===== src/rtl/alu_pkg.sv =====
// alu_pkg: opcodes, flag bit positions and FSM state encoding shared by alu_seq and its bench
package alu_pkg;
  localparam logic [3:0] OP_NOP   = 4'b0000;
  localparam logic [3:0] OP_AND   = 4'b0001;
  localparam logic [3:0] OP_OR    = 4'b0010;
  localparam logic [3:0] OP_XOR   = 4'b0011;
  localparam logic [3:0] OP_NOT   = 4'b0100;
  localparam logic [3:0] OP_ADD   = 4'b0101;
  localparam logic [3:0] OP_ADDU  = 4'b0110;
  localparam logic [3:0] OP_ADDC  = 4'b0111;
  localparam logic [3:0] OP_ADDCU = 4'b1000;
  localparam logic [3:0] OP_SUB   = 4'b1001;
  localparam logic [3:0] OP_MUL   = 4'b1010;
  localparam logic [3:0] OP_CMP   = 4'b1011;
  localparam logic [3:0] OP_LSH   = 4'b1100;
  localparam logic [3:0] OP_RSH   = 4'b1101;
  localparam logic [3:0] OP_ARSH  = 4'b1110;
  localparam logic [3:0] OP_CMPU  = 4'b1111;
  localparam int FLAG_Z = 4;
  localparam int FLAG_C = 3;
  localparam int FLAG_F = 2;
  localparam int FLAG_N = 1;
  localparam int FLAG_L = 0;
  typedef logic [1:0] state_t;
  localparam state_t S_IDLE  = 2'd0;
  localparam state_t S_SHIFT = 2'd1;
  localparam state_t S_MUL   = 2'd2;
endpackage


===== src/rtl/alu_seq_if.sv =====
// alu_seq_if: start/busy/done request bus between the register file side and alu_seq
interface alu_seq_if #(
  parameter int WIDTH = 16
);
  logic             start;
  logic [3:0]       opcode;
  logic [WIDTH-1:0] a;
  logic [WIDTH-1:0] b;
  logic             busy;
  logic             done;
  logic [WIDTH-1:0] result;
  logic [4:0]       flags;
  modport master (output start, opcode, a, b, input busy, done, result, flags);
  modport slave (input start, opcode, a, b, output busy, done, result, flags);
endinterface


===== src/rtl/alu_seq_mul.sv =====
// alu_seq_mul: iterative shift-add unsigned multiplier, one multiplier bit per cycle over WIDTH cycles
module alu_seq_mul #(
  parameter int WIDTH = 16
) (
  input  logic               clk,
  input  logic               reset,
  input  logic               load,
  input  logic [WIDTH-1:0]   a,
  input  logic [WIDTH-1:0]   b,
  output logic               busy,
  output logic               done,
  output logic [2*WIDTH-1:0] prod
);
  localparam int CW = $clog2(WIDTH) + 1;
  logic [2*WIDTH-1:0] acc;
  logic [2*WIDTH-1:0] mcand;
  logic [WIDTH-1:0]   mplier;
  logic [CW-1:0]      cnt;
  // prod is the accumulator after this cycle's step, so it is final while done is high
  assign prod = acc + (mplier[0] ? mcand : '0);
  assign done = busy && cnt == CW'(1);
  always_ff @(posedge clk) begin
    if (reset) begin
      busy <= 1'b0;
      acc <= '0;
      mcand <= '0;
      mplier <= '0;
      cnt <= '0;
    end else if (load) begin
      busy <= 1'b1;
      acc <= '0;
      mcand <= {{WIDTH{1'b0}}, a};
      mplier <= b;
      cnt <= CW'(WIDTH);
    end else if (busy) begin
      acc <= prod;
      mcand <= mcand << 1;
      mplier <= mplier >> 1;
      cnt <= cnt - 1'b1;
      busy <= cnt != CW'(1);
    end
  end
endmodule


===== src/rtl/alu_seq.sv =====
// alu_seq: multi-cycle ALU with persistent ZCFNL flags and bit-serial shifts;
// define ALU_SEQ_MUL_EN to build the iterative multiplier for opcode MUL
module alu_seq
  import alu_pkg::*;
#(
  parameter int WIDTH = 16
) (
  input logic      clk,
  input logic      reset,
  alu_seq_if.slave bus
);
  localparam int SHW = $clog2(WIDTH);
  state_t           state;
  logic [3:0]       op;
  logic [WIDTH-1:0] work, sh_next, res, result, dif;
  logic [WIDTH:0]   sum;
  logic [SHW-1:0]   cnt, shamt;
  logic [4:0]       flg, flags;
  logic             cin, c, v, n, l, is_cmp, is_shift, done;
  assign shamt = bus.b[SHW-1:0];
  assign is_shift = bus.opcode == OP_LSH || bus.opcode == OP_RSH || bus.opcode == OP_ARSH;
  assign is_cmp = bus.opcode == OP_CMP || bus.opcode == OP_CMPU;
  assign sh_next = op == OP_LSH ? work << 1 : op == OP_RSH ? work >> 1 : {work[WIDTH-1], work[WIDTH-1:1]};
  assign bus.result = result;
  assign bus.flags = flags;
  assign bus.done = done;
  always_comb begin
    cin = (bus.opcode == OP_ADDC || bus.opcode == OP_ADDCU) && flags[FLAG_C];
    sum = {1'b0, bus.a} + {1'b0, bus.b} + {{WIDTH{1'b0}}, cin};
    dif = bus.a - bus.b;
    res = '0;
    c = 1'b0;
    v = 1'b0;
    n = 1'b0;
    l = 1'b0;
    case (bus.opcode)
      OP_AND: res = bus.a & bus.b;
      OP_OR: res = bus.a | bus.b;
      OP_XOR: res = bus.a ^ bus.b;
      OP_NOT: res = ~bus.a;
      OP_ADD, OP_ADDC: begin
        res = sum[WIDTH-1:0];
        c = bus.opcode == OP_ADDC && sum[WIDTH];
        v = bus.a[WIDTH-1] == bus.b[WIDTH-1] && sum[WIDTH-1] != bus.a[WIDTH-1];
      end
      OP_ADDU, OP_ADDCU: begin
        res = sum[WIDTH-1:0];
        c = sum[WIDTH];
      end
      OP_SUB: begin
        res = dif;
        v = bus.a[WIDTH-1] != bus.b[WIDTH-1] && dif[WIDTH-1] != bus.a[WIDTH-1];
      end
      OP_CMP, OP_CMPU: begin
        n = $signed(bus.a) < $signed(bus.b);
        l = bus.a < bus.b;
      end
      OP_LSH, OP_RSH, OP_ARSH: res = bus.a;
      default: res = '0;
    endcase
    flg = {is_cmp ? bus.a == bus.b : res == '0, c, v, n, l};
  end
`ifdef ALU_SEQ_MUL_EN
  logic               mul_busy, mul_done;
  logic [2*WIDTH-1:0] prod;
  alu_seq_mul #(.WIDTH(WIDTH)) u_mul (
    .clk(clk),
    .reset(reset),
    .load(state == S_IDLE && bus.start && bus.opcode == OP_MUL),
    .a(bus.a),
    .b(bus.b),
    .busy(mul_busy),
    .done(mul_done),
    .prod(prod)
  );
  assign bus.busy = state == S_SHIFT || mul_busy;
`else
  assign bus.busy = state != S_IDLE;
`endif
  always_ff @(posedge clk) begin
    if (reset) begin
      state <= S_IDLE;
      done <= 1'b0;
      result <= '0;
      flags <= '0;
      work <= '0;
      cnt <= '0;
      op <= OP_NOP;
    end else begin
      done <= 1'b0;
      case (state)
        S_IDLE: if (bus.start) begin
          if (is_shift && shamt != '0) begin
            state <= S_SHIFT;
            work <= bus.a;
            cnt <= shamt;
            op <= bus.opcode;
          end
`ifdef ALU_SEQ_MUL_EN
          else if (bus.opcode == OP_MUL) state <= S_MUL;
`endif
          else begin
            done <= 1'b1;
            if (bus.opcode != OP_NOP && bus.opcode != OP_MUL) begin
              result <= res;
              flags <= flg;
            end
          end
        end
        S_SHIFT: begin
          work <= sh_next;
          cnt <= cnt - 1'b1;
          if (cnt == SHW'(1)) begin
            state <= S_IDLE;
            done <= 1'b1;
            result <= sh_next;
            flags <= {sh_next == '0, 4'b0000};
          end
        end
`ifdef ALU_SEQ_MUL_EN
        S_MUL: if (mul_done) begin
          state <= S_IDLE;
          done <= 1'b1;
          result <= prod[WIDTH-1:0];
          flags <= {prod[WIDTH-1:0] == '0, prod[2*WIDTH-1:WIDTH] != '0, 3'b000};
        end
`endif
        default: state <= S_IDLE;
      endcase
    end
  end
endmodule

===== src/flat_wrapper.sv =====
// flat-port wrapper written by rule: the top's interface ports become plain ports
module alu_seq_flat import alu_pkg::*;
#(
  parameter int WIDTH = 16
)
  (clk, reset, bus_start, bus_opcode, bus_a, bus_b, bus_busy, bus_done, bus_result, bus_flags);
  alu_seq_if #(.WIDTH(WIDTH)) bus_i ();
  input logic clk;
  input logic reset;
  input wire logic [$bits(bus_i.start)-1:0] bus_start;
  input wire logic [$bits(bus_i.opcode)-1:0] bus_opcode;
  input wire logic [$bits(bus_i.a)-1:0] bus_a;
  input wire logic [$bits(bus_i.b)-1:0] bus_b;
  output wire logic [$bits(bus_i.busy)-1:0] bus_busy;
  output wire logic [$bits(bus_i.done)-1:0] bus_done;
  output wire logic [$bits(bus_i.result)-1:0] bus_result;
  output wire logic [$bits(bus_i.flags)-1:0] bus_flags;
  assign bus_i.start = bus_start;
  assign bus_i.opcode = bus_opcode;
  assign bus_i.a = bus_a;
  assign bus_i.b = bus_b;
  assign bus_busy = bus_i.busy;
  assign bus_done = bus_i.done;
  assign bus_result = bus_i.result;
  assign bus_flags = bus_i.flags;
  alu_seq #(.WIDTH(WIDTH)) u_core (.clk(clk), .reset(reset), .bus(bus_i));
endmodule

===== config.mk =====
export PLATFORM = sky130hd
export DESIGN_NAME = alu_seq_flat
export DESIGN_NICKNAME = d
export VERILOG_FILES = /design/src/rtl/alu_pkg.sv /design/src/rtl/alu_seq_if.sv /design/src/rtl/alu_seq_mul.sv /design/src/rtl/alu_seq.sv /design/src/flat_wrapper.sv
export SDC_FILE = /design/constraint.sdc
export NUM_CORES = 1
export LEC_CHECK = 0
export CORE_ASPECT_RATIO = 0.6
export CORE_MARGIN = 2
export CORE_UTILIZATION = 30
export CTS_BUF_LIST = sky130_fd_sc_hd__clkbuf_4 sky130_fd_sc_hd__clkbuf_8
export DETAILED_ROUTE_END_ITERATION = 7
export DONT_BUFFER_PORTS = 1
export GPL_ROUTABILITY_DRIVEN = 0
export PLACE_DENSITY = 0.53
export SLEW_MARGIN = 20
export SYNTH_ARGS = -nofsm -noshare
export SYNTH_HDL_FRONTEND = slang
export SYNTH_SLANG_ARGS = --single-unit

===== constraint.sdc =====
create_clock -name clk -period 4.96 [get_ports clk]
set_clock_uncertainty 0.15 [all_clocks]
set_input_delay 0.992 -clock clk [delete_from_list [all_inputs] [get_ports clk]]
set_output_delay 0.992 -clock clk [all_outputs]
set_load 0.02 [all_outputs]

# Word-level counts from Yosys, hierarchy flattened
# Index checks and enable logic that the tools add are counted.
[word_totals]
wordCells = 104
in_bits = 39
out_inout_bits = 23
ff_bits = 48
[classes]
reduce_logical = 26
order_cmp = 2
muxes = 32
n_eq_ne = 29
bitwise_logic = 4
add_sub_neg = 4
[op_table]
columns = ["operator", "n"]
rows = [
  ["$mux 16", 8],
  ["$pmux 16 s7", 1],
  ["$pmux 16 s2", 2],
  ["$eq 4x4->1 const B", 9],
  ["$logic_not 16->1", 2],
  ["$lt 16x16->1", 2],
  ["$mux 5", 4],
  ["$add 16x16->17", 1],
  ["$add 17x1->17", 1],
  ["$and 16x16->16", 1],
  ["$eq 16x16->1", 1],
  ["$eq 4x3->1 const B", 4],
  ["$not 16->16", 1],
  ["$or 16x16->16", 1],
  ["$sub 16x16->16", 1],
  ["$xor 16x16->16", 1],
  ["$pmux 5 s2", 1],
  ["$reduce_and 3->1", 3],
  ["$eq 4x1->1 const B", 2],
  ["$eq 4x2->1 const B", 2],
  ["$mux 4", 2],
  ["$pmux 4 s2", 1],
  ["$reduce_bool 4->1", 2],
  ["$logic_and 1x1->1", 6],
  ["18 further kinds", 38],
]

# Logic depth before layout (Yosys ltp)
[logic_depth]
word_depth = 11
mapped_depth = 15
depth_no_buf = 14

# Least setup slack after synthesis
# Ideal clock, no wire load.
[synth_path]
path_type = "input to register"
start = "input bus_opcode[0]"
end = "register u_core.flags[4], in the netlist u_core.bus.flags[4]"
cell_stages = 13
slack_ps = 437
setup_time_ps = 96
t_arrival_ps = 4278
path_buffers = 0
required_time_ps = 4714
path_cell_list = "nor4b_1 -> o21ai_0 -> fa_1 -> fa_1 -> nand2b_1 -> a21oi_1 -> nor4_1 -> o32ai_1 -> o311ai_0 -> or4_1 -> nor4_1 -> nand4_1 -> o41ai_2"
[synth_via]
elab_chain_len = 11
elab_cells_between_ends = 36
classes_between = "add/sub: 1; eq/ne: 17; mux: 6; reduce/logical: 12"
[synth_lines]
columns = ["element", "line_no", "source"]
rows = [
  ["start: declaration", "flat_wrapper.sv:11", "input wire logic [$bits(bus_i.opcode)-1:0] bus_opcode;"],
  ["$eq 4x3->1 or $eq 4x4->1 (tied branches)", "alu_seq.sv:28, alu_seq.sv:36", ""],
  ["$logic_or 1x1->1", "alu_seq.sv:28", "cin = (bus.opcode == OP_ADDC || bus.opcode == OP_ADDCU) && flags[FLAG_C];"],
  ["$logic_and 1x1->1", "alu_seq.sv:28", ""],
  ["$add 17x1->17", "alu_seq.sv:29", "sum = {1'b0, bus.a} + {1'b0, bus.b} + {{WIDTH{1'b0}}, cin};"],
  ["$pmux 16 s7", "alu_seq.sv:36", "case (bus.opcode)"],
  ["$logic_not 16->1", "alu_seq.sv:61", "flg = {is_cmp ? bus.a == bus.b : res == '0, c, v, n, l};"],
  ["$mux 1", "alu_seq.sv:61", ""],
  ["$mux 5", "alu_seq.sv:104", "if (bus.opcode != OP_NOP && bus.opcode != OP_MUL) begin"],
  ["$mux 5", "alu_seq.sv:93", "if (is_shift && shamt != '0) begin"],
  ["$mux 5", "alu_seq.sv:92", "S_IDLE: if (bus.start) begin"],
  ["$pmux 5 s2", "alu_seq.sv:91", "case (state)"],
  ["end signal: assignment", "alu_seq.sv:106", "flags <= flg;"],
  ["end signal: assignment", "alu_seq.sv:117", "flags <= {sh_next == '0, 4'b0000};"],
  ["end: declaration", "alu_seq.sv:18", "logic [4:0] flg, flags;"],
]
# Several ways; a longest one is shown, not always the timed one. The select of a mux whose other input is x is not followed.
# A chain may end at the register's enable or synchronous reset.

# Worst setup path after layout
# Ends and elaborated chain as after synthesis.

==> metrics <==
Setup TNS 0 ns; count of cell types in the netlist 82; power share of the clock group 25.0%; Synth Net Count 835; Worst-Margin Slew 0.945 ns; Leakage 2.14 nW; ys async rst share 0%; Rows 37; cell area after synthesis 5260 sq um; Chip Width 175 um; number of synthesis warnings 0; clock sinks 47; HPWL Detailed 15,700 um; Seq pwr share 38.1%; DP Area 5440 sq um; Port Buf Inserts 0; crit start category input port; clock transition at the registers of the reported paths 0.10 ns; quantity of hold-fixing buffers added after cts 0; DR DRC count 0; Top FF cell, synth dfxtp_1; final hold vios 0; Final ANT Viol Nets 0; XOR/XNOR Fraction of Synth Area 0.333%; post-route minimum period 4.59 ns; NetSw 0.456 mW; Starting DRT DRC Count 650; Worst EP required 5.05 ns; sw frac 38.8%; post_cts resized 0; Pint 0.719 mW; Worst-Skew Late Latency 0.33 ns; Routed WL per cell 21.4 um; syn_area_per_cell 7.08 sq um; drt pass-1 iters 7; TritonCTS clock tree yes; ant diodes 0; element type at the critical path end flop; Simple-Gate Fraction of Synth Area 27.0%; CP cell instances nor4b_1, o21ai_0, fa_1, fa_1, nand2b_1, a21oi_1, nor4_1, o32ai_1, o311ai_0, or4_1, nor4_1, nand4_1, o41ai_2; # nets final 803; first-pass GRT wire length 31,500 um; final period utilization 92.4%; Mapped Cells 743; Via-to-Cell Ratio 5.92; post-synthesis adder-cell area fraction 13.0%; Fillers 1,939; EDFF count, synth 0; commonest non-fill, non-tap cell in the layout nand2_1; drt total wl 20,200 um; CTS H-tree depth 2; die height 107 um; max-slew violations 0; Peak VDD IR 89.9 uV; Slowest cell on crit path or4_1; die area 18,600 sq um; grt total ovfl 0; PwrDens 211 nW/um^2; CP Max Fanout 22; largest family of logic cells by synthesized area compound AO/OA/AOI/OAI gates; mux cell area share after synthesis 1.14%; Seq cells post-synth 47; top-level port count 62; Critical Path Max Stage Delay 0.55 ns; critical path type input port to flop; Buf/Inv on CP 0; compound-gate portion of the synthesized area 32.5%; Worst EP arrival 4.68 ns; family with the most delay on the worst path simple AND/OR/NAND/NOR gates; setup repair bufs after CTS 0; Longest Clk Path Bufs 2; CTS Buf Count 5; vias in the first global route 5,140; effective utilization at floorplan 30.7%; final instance area 5560 sq um; Core ar. 17,100 sq um; run status complete, no violations; Area Overhead vs Synth 5.78%; Fmax 218 MHz; RSZ-0062 raised after global routing no; relative max-transition margin 36.4%; Clock Root Buffer clkbuf_8; most frequent cells in the layout 111 x nand2_1, 65 x nor2_1, 51 x inv_1; HP Class flop to flop; sequential fraction of the synthesis area 17.9%; Overall Global Routing Usage 22.0%; pin count of the biggest net entering global routing 49; initial antenna violation count 0; share of cells above drive strength 1 6.19%; share of total power in combinational logic 36.9%; maximum capacitance violations 0; vias post-DR 5,590; setup violators final 0
==> worst paths after layout <==
path | start | end | slack (ns) | cells past startpoint
setup / recovery | bus_opcode[0] | u_core.bus.flags[4] | 0.37 | 13
hold / removal | u_core.op[1] | u_core.op[1] | 0.33 | 2
setup reg to reg | u_core.bus.flags[3] | u_core.bus.flags[4] | 0.84 | 12
hold reg to reg | u_core.op[1] | u_core.op[1] | 0.33 | 2
==> sequential cells by signal (all words and copies together), names as in the netlist <==
name               cells
u_core.bus.result     16
u_core.op              4
u_core.state           1
u_core.cnt             4
u_core.bus.done        1
u_core.bus.flags       5
u_core.work           16
==> worst reg2reg max path, delay by kind of cell (launching register included) <==
| kind | cells | cell delay, ns |
|---|---|---|
| compound gates | 5 | 1.19 |
| fa+ha+maj | 2 | 0.86 |
| flops | 1 | 0.57 |
| simple gates | 5 | 1.27 |
==> per-stage QoR <==
| step | instances | setup slack, ns | total power [mW] | hold WS [ns] | util (%) |
|---|---|---|---|---|---|
| floorplan | 743 | 0.437 | 0.769 | 0.290 | - |
| global placement | 938 | 0.242 | 0.879 | 0.305 | 31.8 |
| detailed placement | 938 | 0.0981 | 0.875 | 0.314 | 31.8 |
| CTS | 945 | 0.436 | 1.17 | 0.329 | 32.4 |
| global route | 945 | 0.0612 | 1.25 | 0.370 | 32.5 |
| finish | 945 | 0.375 | 1.18 | 0.327 | 32.5 |
==> cell usage after synthesis (3+ instances only) <==
library cell	number	area, sq um
ha_1	50	626
o31ai_1	7	52.6
o32ai_1	3	26.3
a22oi_1	4	30.0
or4_1	3	22.5
a211oi_1	19	143
a31oi_1	20	125
a21boi_0	4	30.0
and2_1	3	18.8
o21ai_0	32	160
nor2b_1	6	37.5
buf_2	3	15.0
o21bai_1	6	45.0
nand3_1	17	85.1
a311oi_1	6	52.6
fa_1	3	60.1
o22ai_1	6	37.5
nor3b_1	6	45.0
nor4_1	12	75.1
mux2i_1	6	60.1
nor4b_1	3	26.3
inv_1	51	191
nand4_1	5	31.3
a21o_1	8	60.1
a31o_2	4	35.0
dfxtp_1	47	941
clkbuf_1	44	165
o311ai_0	5	43.8
a21oi_1	47	235
o221ai_1	4	35.0
a221o_1	3	30.0
and3_1	5	31.3
nand3b_1	7	52.6
nand2b_1	15	93.8
o2bb2ai_1	4	35.0
nand2_1	111	417
nor3_1	15	75.1
nor2_1	66	248
buf_4	4	30.0
o211ai_1	18	135
a211o_1	3	26.3
==> final cells by class <==
class                      count  area, sq um  area share, %
multi-input combinational    591         3920           70.5
tap                          234          293           5.26
sequential                    47          941           16.9
clock inverter                 1         30.0          0.540
inverter                      52          195           3.51
timing repair buffer          14          105           1.89
clock buffer                   6         76.3           1.37
==> cells by family after synthesis <==
kind of cell	Yosys count
compound gates	238
xor+xnor	2
fa+ha+maj	53
buf+inv	105
flops	47
mux	6
simple gates	292
==> power groups by stage <==
stage          registers (mW)  logic (mW)  clock network, mW
2_1_floorplan           0.446       0.323                  0
3_3_place_gp            0.457       0.422                  0
3_5_place_dp            0.457       0.419                  0
4_1_cts                 0.448       0.421              0.301
5_1_grt                 0.452       0.476              0.318
6_report                0.448       0.434              0.294
==> layer usage <==
metal  share of wire (%)  up-vias  global-route usage [%]  wire [um]
met4                 1.6        0                    4.52        330
met2                  37      294                    28.8       7500
li1                    -     2653                       -          -
met5                   0        -                       0          0
met3                  11       36                    6.58       2240
met1                  50     2607                    34.1      10200
Note: power is estimated with default switching activity, not from simulation.
